===== config.mk =====
export PLATFORM = sky130hd
export DESIGN_NAME = adjacent_edge_scanner_flat
export DESIGN_NICKNAME = d
export VERILOG_FILES = /design/src/rtl/adjacent_edge_scanner_if.sv /design/src/rtl/adjacent_edge_scanner.sv /design/src/flat_wrapper.sv
export SDC_FILE = /design/constraint.sdc
export NUM_CORES = 1
export LEC_CHECK = 0
export CAP_MARGIN = 25
export CORE_MARGIN = 3
export CORE_UTILIZATION = 50
export CTS_CLUSTER_DIAMETER = 200
export DETAILED_ROUTE_END_ITERATION = 8
export MAX_ROUTING_LAYER = met4
export PLACE_DENSITY = 0.76
export RECOVER_POWER = 100
export SLEW_MARGIN = 20
export SYNTH_ARGS = -nofsm -noshare
export SYNTH_HDL_FRONTEND = slang
export SYNTH_SLANG_ARGS = --single-unit

===== constraint.sdc =====
create_clock -name clk -period 2.27 [get_ports clk]
set_input_delay 0.5675 -clock clk [delete_from_list [all_inputs] [get_ports clk]]
set_output_delay 0.5675 -clock clk [all_outputs]
set_load 0.01 [all_outputs]

===== src/rtl/adjacent_edge_scanner_if.sv =====
// -----------------------------------------------------------------------------
// adjacent_edge_scanner_if
// Groups the request and response signals of adjacent_edge_scanner.
//   start      : request, sampled only while the scanner is idle
//   xin / oin  : X / O occupancy, bit index = row*N + col
//   busy       : scanner is scanning or holding a result
//   move_valid : result available
//   move_ready : consumer accepts the result
//   move       : one-hot recommended move, or all-zero
//   found      : a template matched
//   err        : latched board had a cell claimed by both X and O
//   match_count: saturating count of accepted results with found = 1
//                (only when ADJ_EDGE_RELAX_EN is defined)
// Optional feature macro: ADJ_EDGE_RELAX_EN
// -----------------------------------------------------------------------------
interface adjacent_edge_scanner_if #(
  parameter int N     = 3,
  parameter int CTR_W = 8
);
  localparam int W = N * N;

  logic         start;
  logic [W-1:0] xin;
  logic [W-1:0] oin;
  logic         busy;
  logic         move_valid;
  logic         move_ready;
  logic [W-1:0] move;
  logic         found;
  logic         err;
`ifdef ADJ_EDGE_RELAX_EN
  logic [CTR_W-1:0] match_count;
`endif

  // Reject geometries the scanner cannot represent.
  if (N < 3 || (N % 2) == 0 || CTR_W < 1) begin : g_bad_param
    $error("adjacent_edge_scanner_if: N must be odd and >= 3, CTR_W >= 1");
  end

`ifdef ADJ_EDGE_RELAX_EN
  modport master (
    output start, xin, oin, move_ready,
    input  busy, move_valid, move, found, err, match_count
  );
  modport slave (
    input  start, xin, oin, move_ready,
    output busy, move_valid, move, found, err, match_count
  );
`else
  modport master (
    output start, xin, oin, move_ready,
    input  busy, move_valid, move, found, err
  );
  modport slave (
    input  start, xin, oin, move_ready,
    output busy, move_valid, move, found, err
  );
`endif
endinterface


===== src/rtl/adjacent_edge_scanner.sv =====
// -----------------------------------------------------------------------------
// adjacent_edge_scanner
// On a start pulse latches an N x N board and evaluates the four rotations of
// the opposite-corner template (O in two opposite corners, X in the centre),
// one rotation per cycle. The first matching rotation supplies a one-hot edge
// move. The result is held under a valid/ready handshake.
// Ports:
//   clk     : rising-edge clock
//   reset_n : asynchronous active-low reset
//   bus     : adjacent_edge_scanner_if.slave (request, board, result)
// Optional feature macro: ADJ_EDGE_RELAX_EN
//   defined   -> only template and candidate cells are checked, and a
//                saturating match_count of accepted found results is kept
//   undefined -> strict matching, no counter
// -----------------------------------------------------------------------------
module adjacent_edge_scanner #(
  parameter int N     = 3,
  parameter int CTR_W = 8
) (
  input  logic                    clk,
  input  logic                    reset_n,
  adjacent_edge_scanner_if.slave  bus
);
  localparam int W = N * N;
  localparam int C = (N - 1) / 2;

  typedef enum logic [1:0] {
    IDLE = 2'd0,
    SCAN = 2'd1,
    RESP = 2'd2
  } state_e;

  // One-hot mask of cell (r,c).
  function automatic logic [W-1:0] cell_f(input int r, input int c);
    return {{(W-1){1'b0}}, 1'b1} << (r * N + c);
  endfunction

  // O cells of rotation k: even rotations use the main diagonal corners.
  function automatic logic [W-1:0] o_mask_f(input int k);
    if ((k % 2) == 0) begin
      return cell_f(0, 0) | cell_f(N - 1, N - 1);
    end else begin
      return cell_f(0, N - 1) | cell_f(N - 1, 0);
    end
  endfunction

  // Candidate edge cell of rotation k, (C,0) turned clockwise k times.
  function automatic logic [W-1:0] cand_f(input int k);
    case (k)
      0:       return cell_f(C, 0);
      1:       return cell_f(0, C);
      2:       return cell_f(C, N - 1);
      default: return cell_f(N - 1, C);
    endcase
  endfunction

  localparam logic [W-1:0] X_MASK = cell_f(C, C);

  if (N < 3 || (N % 2) == 0 || CTR_W < 1) begin : g_bad_param
    $error("adjacent_edge_scanner: N must be odd and >= 3, CTR_W >= 1");
  end

  state_e       state_q, state_d;
  logic [1:0]   rot_q, rot_d;
  logic [W-1:0] xl_q, xl_d;
  logic [W-1:0] ol_q, ol_d;
  logic         hit_q, hit_d;
  logic [W-1:0] cand_q, cand_d;
  logic         busy_q, busy_d;
  logic         valid_q, valid_d;
  logic [W-1:0] move_q, move_d;
  logic         found_q, found_d;
  logic         err_q, err_d;
`ifdef ADJ_EDGE_RELAX_EN
  logic [CTR_W-1:0] count_q, count_d;
`endif

  logic [3:0]   match_s;
  logic [W-1:0] cand_mask_s [4];

  // Per-rotation template match on the latched boards.
  for (genvar k = 0; k < 4; k++) begin : g_rot
    localparam logic [W-1:0] O_M = o_mask_f(k);
    localparam logic [W-1:0] C_M = cand_f(k);
    assign cand_mask_s[k] = C_M;
`ifdef ADJ_EDGE_RELAX_EN
    assign match_s[k] = ((xl_q & X_MASK) == X_MASK) &&
                        ((ol_q & O_M) == O_M) &&
                        (((xl_q | ol_q) & C_M) == {W{1'b0}});
`else
    // Exact equality also enforces every non-template cell (including the
    // candidate) being empty in both boards.
    assign match_s[k] = (xl_q == X_MASK) && (ol_q == O_M);
`endif
  end

  // Next-state and next-output logic for the scan/handshake FSM.
  always_comb begin
    state_d = state_q;
    rot_d   = rot_q;
    xl_d    = xl_q;
    ol_d    = ol_q;
    hit_d   = hit_q;
    cand_d  = cand_q;
    valid_d = valid_q;
    move_d  = move_q;
    found_d = found_q;
    err_d   = err_q;
`ifdef ADJ_EDGE_RELAX_EN
    count_d = count_q;
`endif
    case (state_q)
      IDLE: begin
        if (bus.start) begin
          state_d = SCAN;
          rot_d   = 2'd0;
          xl_d    = bus.xin;
          ol_d    = bus.oin;
          hit_d   = 1'b0;
          cand_d  = {W{1'b0}};
        end else begin
          state_d = IDLE;
        end
      end
      SCAN: begin
        // Only the first matching rotation is recorded.
        if (!hit_q && match_s[rot_q]) begin
          hit_d  = 1'b1;
          cand_d = cand_mask_s[rot_q];
        end else begin
          hit_d  = hit_q;
        end
        if (rot_q == 2'd3) begin
          state_d = RESP;
          rot_d   = 2'd0;
          valid_d = 1'b1;
          err_d   = |(xl_q & ol_q);
          found_d = hit_d & ~err_d;
          move_d  = found_d ? cand_d : {W{1'b0}};
        end else begin
          rot_d   = rot_q + 2'd1;
        end
      end
      RESP: begin
        if (bus.move_ready) begin
          state_d = IDLE;
          valid_d = 1'b0;
          move_d  = {W{1'b0}};
          found_d = 1'b0;
          err_d   = 1'b0;
`ifdef ADJ_EDGE_RELAX_EN
          if (found_q && (count_q != {CTR_W{1'b1}})) begin
            count_d = count_q + {{(CTR_W-1){1'b0}}, 1'b1};
          end else begin
            count_d = count_q;
          end
`endif
        end else begin
          state_d = RESP;
        end
      end
      default: begin
        state_d = IDLE;
        valid_d = 1'b0;
        move_d  = {W{1'b0}};
        found_d = 1'b0;
        err_d   = 1'b0;
      end
    endcase
    busy_d = (state_d != IDLE);
  end

  // State and output registers with asynchronous reset.
  always_ff @(posedge clk or negedge reset_n) begin
    if (!reset_n) begin
      state_q <= IDLE;
      rot_q   <= 2'd0;
      xl_q    <= {W{1'b0}};
      ol_q    <= {W{1'b0}};
      hit_q   <= 1'b0;
      cand_q  <= {W{1'b0}};
      busy_q  <= 1'b0;
      valid_q <= 1'b0;
      move_q  <= {W{1'b0}};
      found_q <= 1'b0;
      err_q   <= 1'b0;
`ifdef ADJ_EDGE_RELAX_EN
      count_q <= {CTR_W{1'b0}};
`endif
    end else begin
      state_q <= state_d;
      rot_q   <= rot_d;
      xl_q    <= xl_d;
      ol_q    <= ol_d;
      hit_q   <= hit_d;
      cand_q  <= cand_d;
      busy_q  <= busy_d;
      valid_q <= valid_d;
      move_q  <= move_d;
      found_q <= found_d;
      err_q   <= err_d;
`ifdef ADJ_EDGE_RELAX_EN
      count_q <= count_d;
`endif
    end
  end

  assign bus.busy       = busy_q;
  assign bus.move_valid = valid_q;
  assign bus.move       = move_q;
  assign bus.found      = found_q;
  assign bus.err        = err_q;
`ifdef ADJ_EDGE_RELAX_EN
  assign bus.match_count = count_q;
`endif

endmodule

===== src/flat_wrapper.sv =====
// flat-port wrapper written by rule: the top's interface ports become plain ports
module adjacent_edge_scanner_flat 
#(
  parameter int N     = 3,
  parameter int CTR_W = 8
)
  (clk, reset_n, bus_start, bus_xin, bus_oin, bus_move_ready, bus_busy, bus_move_valid, bus_move, bus_found, bus_err);
  adjacent_edge_scanner_if #(.N(N), .CTR_W(CTR_W)) bus_i ();
  input  logic clk;
  input  logic reset_n;
  input wire logic [$bits(bus_i.start)-1:0] bus_start;
  input wire logic [$bits(bus_i.xin)-1:0] bus_xin;
  input wire logic [$bits(bus_i.oin)-1:0] bus_oin;
  input wire logic [$bits(bus_i.move_ready)-1:0] bus_move_ready;
  output wire logic [$bits(bus_i.busy)-1:0] bus_busy;
  output wire logic [$bits(bus_i.move_valid)-1:0] bus_move_valid;
  output wire logic [$bits(bus_i.move)-1:0] bus_move;
  output wire logic [$bits(bus_i.found)-1:0] bus_found;
  output wire logic [$bits(bus_i.err)-1:0] bus_err;
  assign bus_i.start = bus_start;
  assign bus_i.xin = bus_xin;
  assign bus_i.oin = bus_oin;
  assign bus_i.move_ready = bus_move_ready;
  assign bus_busy = bus_i.busy;
  assign bus_move_valid = bus_i.move_valid;
  assign bus_move = bus_i.move;
  assign bus_found = bus_i.found;
  assign bus_err = bus_i.err;
  adjacent_edge_scanner #(.N(N), .CTR_W(CTR_W)) u_core (.clk(clk), .reset_n(reset_n), .bus(bus_i));
endmodule

==> impl_metrics.yaml <==
worst_setup_path:
  end_kind: "register"
  start_kind: "register"
  crit_type: "reg2reg"
  r2r_setup_slack_ns: 0.35
  cp.arrival_ns: 2.12
  path_max_fanout: 10
  required_ns: 2.46
sta:
  rsz0062_at_grt: "no"
  setup_violations: 0
  fin_setup_tns_ns: 0
  relSlewSlack_pct: 28.5
  min_period_ns: 1.92
  report.final.slew_viol_count: 0
  worstMarginPinSlew_ns: 1.07
  fin_skew_ns: 0.00504
  fmax_mhz: 520
  fin_crit_sh_pct: 84.7
  finalHoldViolCount: 0
global_routing:
  overflow: 0
  grt_usage_pct: 18.8
  grt_pass1_wl_um: 7020
  grt_pass1_vias: 1464
  antenna_found_initial: 0
  grt_max_degree: 46
clocking:
  htreeDepth: 2
  clock_sinks: 45
  post-cts-setup-buffer-count: 0
  cts_buffers: 5
  cts_tree: "done"
  cts_root_buffer: "clkbuf_8"
  cts_resized: 0
  ctsHoldBuffers: 0
  cts.clk_slew.worst_paths_ns: 0.08
  clock_path_buffers: 2
  clkLatencyLatePin_ns: 0.30
detailed_routing:
  routed_wl_um: 3980
  route.detailed.drc: 0
  postRouteAntennaNets: 0
  routedWlPerCell_um: 15.7
  vias: 1451
  drt-initial-drc-count: 107
  first_pass_iters: 4
  vias_per_cell: 5.74
layout:
  nets: 230
  drive_above_1_share_pct: 19.0
  fillers: 290
  diodes: 0
  layout_commonest_cell: "dfrtp_1"
  area_growth_pct: 23.0
  final_cell_mix: "dfrtp_1 (45), clkdlybuf4s50_1 (19), nand2_1 (18), mux2_2 (18), dlygate4sd3_1 (14)"
  finalNonFillerCells: 253
  final_util_pct: 65.9
hold_path:
  holdCritPathClass: "reg2reg"
synth:
  synth_top_area_share_pct: 55.3
  synth_cells: 166
  synth_area_mm2: 0.00204
  synth_fp_nets: 192
  synth_top_area_cell: "dfrtp_1"
  synth_warnings: 0
  ys_types: 38
  synth_top_cells_by_area: "dfrtp_1 (55%), mux2_2 (10%), nand2_1 (3.3%), a32o_1 (2.5%), ha_1 (2.5%)"
  yosysSeqAreaShare_pct: 55.3
  syn_avg_cell_area_um2: 12.3
  ys_ff_latch: 45
power:
  combPwrFrac_pct: 30.7
  p_switching_mw: 0.910
  p_leak_nw: 1.09
  p_sw_share_pct: 35.3
  p_int_mw: 1.67
  ir_drop_v: 0.000632
  power_density_mw_per_mm2: 1030
  seqPwrFrac_pct: 50.2
  total_power_mw: 2.58
  power_frac_clock_pct: 19.2
job:
  cap_violations: 0
floorplanning:
  start_util_pct: 53.6
  io_pins: 35
  die_w_um: 69.8
  num_rows: 22
  coreArea_mm2: 0.00380
  die-area_mm2: 0.00488
  die_height_um: 69.8
outcome:
  status: "finished clean"
place:
  place.gp.congestion: 0.772
  placed_cells: 245
  io_buffer_count: 34
  dp_hpwl_um: 2950
[sequential cells by signal (all words and copies together), names as in the netlist]
register               cells
u_core.bus.move_valid      1
u_core.xl_q                9
u_core.cand_q              9
u_core.hit_q               1
u_core.bus.busy            1
u_core.rot_q               2
u_core.state_q             2
u_core.bus.move            9
u_core.ol_q                9
u_core.bus.found           1
u_core.bus.err             1
[worst max-delay path, cell delays in order, from the launching register on]
cell and delay [ns]:
dfrtp_1 0.43, nor4b_1 0.31, nand3_1 0.19, a211oi_4 0.52, a21oi_2 0.17, and2_0 0.19
[through the flow]
stage               worst slack [ns]  hold slack, ns  cell area [µm²]
global route                   0.190           0.505             2500
floorplan                      0.648           0.272             2040
detailed placement             0.197           0.474             2420
global placement               0.270           0.463             2420
CTS                            0.231           0.342             2520
finish                         0.347           0.480             2500
[cell families after synthesis]
logic type	count (synthesis)	synth area share, %
AND/OR/NAND/NOR	52	15.6
flip-flops	45	55.3
AO/OA/AOI/OAI	31	12.2
multiplexers	22	11.9
buffers and inverters	12	2.58
adder cells (fa/ha/maj)	4	2.46
[power by group through the flow]
stage | sequential (mW) | combinational (mW) | clock (mW)
2_1_floorplan | 1.22 | 0.616 | 0
3_3_place_gp | 1.29 | 0.780 | 0
3_5_place_dp | 1.31 | 0.813 | 0
4_1_cts | 1.30 | 0.815 | 0.511
5_1_grt | 1.33 | 0.884 | 0.549
6_report | 1.29 | 0.790 | 0.494
[path summary, 6_finish.rpt]
check,from,end,cells after the start
max,u_core.xl_q[0],u_core.cand_q[8],5
min,u_core.bus.move[7],u_core.bus.move[7],2
max reg2reg,u_core.xl_q[0],u_core.cand_q[8],5
min reg2reg,u_core.bus.move[7],u_core.bus.move[7],2
max in group asynchronous,reset_n,u_core.ol_q[8],2
min in group asynchronous,reset_n,u_core.cand_q[6],2
[layer usage]
metal / GRT usage (%) / up-vias / part of all wire (%)
met5: - / - / 0
met4: 7.87 / 0 / 1.9
met3: 5.22 / 7 / 5.6
met2: 29.4 / 52 / 49
met1: 23.0 / 705 / 43
li1: - / 687 / -
[layout make-up]
class | count | area, µm² | share of cell area (%)
sequential | 45 | 1130 | 45.0
inverter | 6 | 22.5 | 0.899
multi-input combinational | 109 | 852 | 34.0
clock buffer | 5 | 68.8 | 2.75
timing repair buffer | 37 | 353 | 14.1
tap | 48 | 60.1 | 2.40
clock inverter | 3 | 22.5 | 0.899
[Yosys cell counts (all sizes together)]
cell / n
nor3: 1
nand2b: 2
nor2b: 2
a21o: 1
nor2: 5
a222oi: 1
a21oi: 3
inv: 6
o22a: 1
mux2i: 4
a211oi: 2
nor4: 7
dfrtp: 45
nor4b: 2
buf: 4
a22oi: 2
nand3b: 4
nand2: 18
a32oi: 4
ha: 4
a22o: 3
and4bb: 2
mux2: 18
a32o: 5
clkbuf: 2
o21bai: 1
nand3: 4
o21ai: 8
and2: 5
Note: power is estimated with default switching activity, not from simulation.
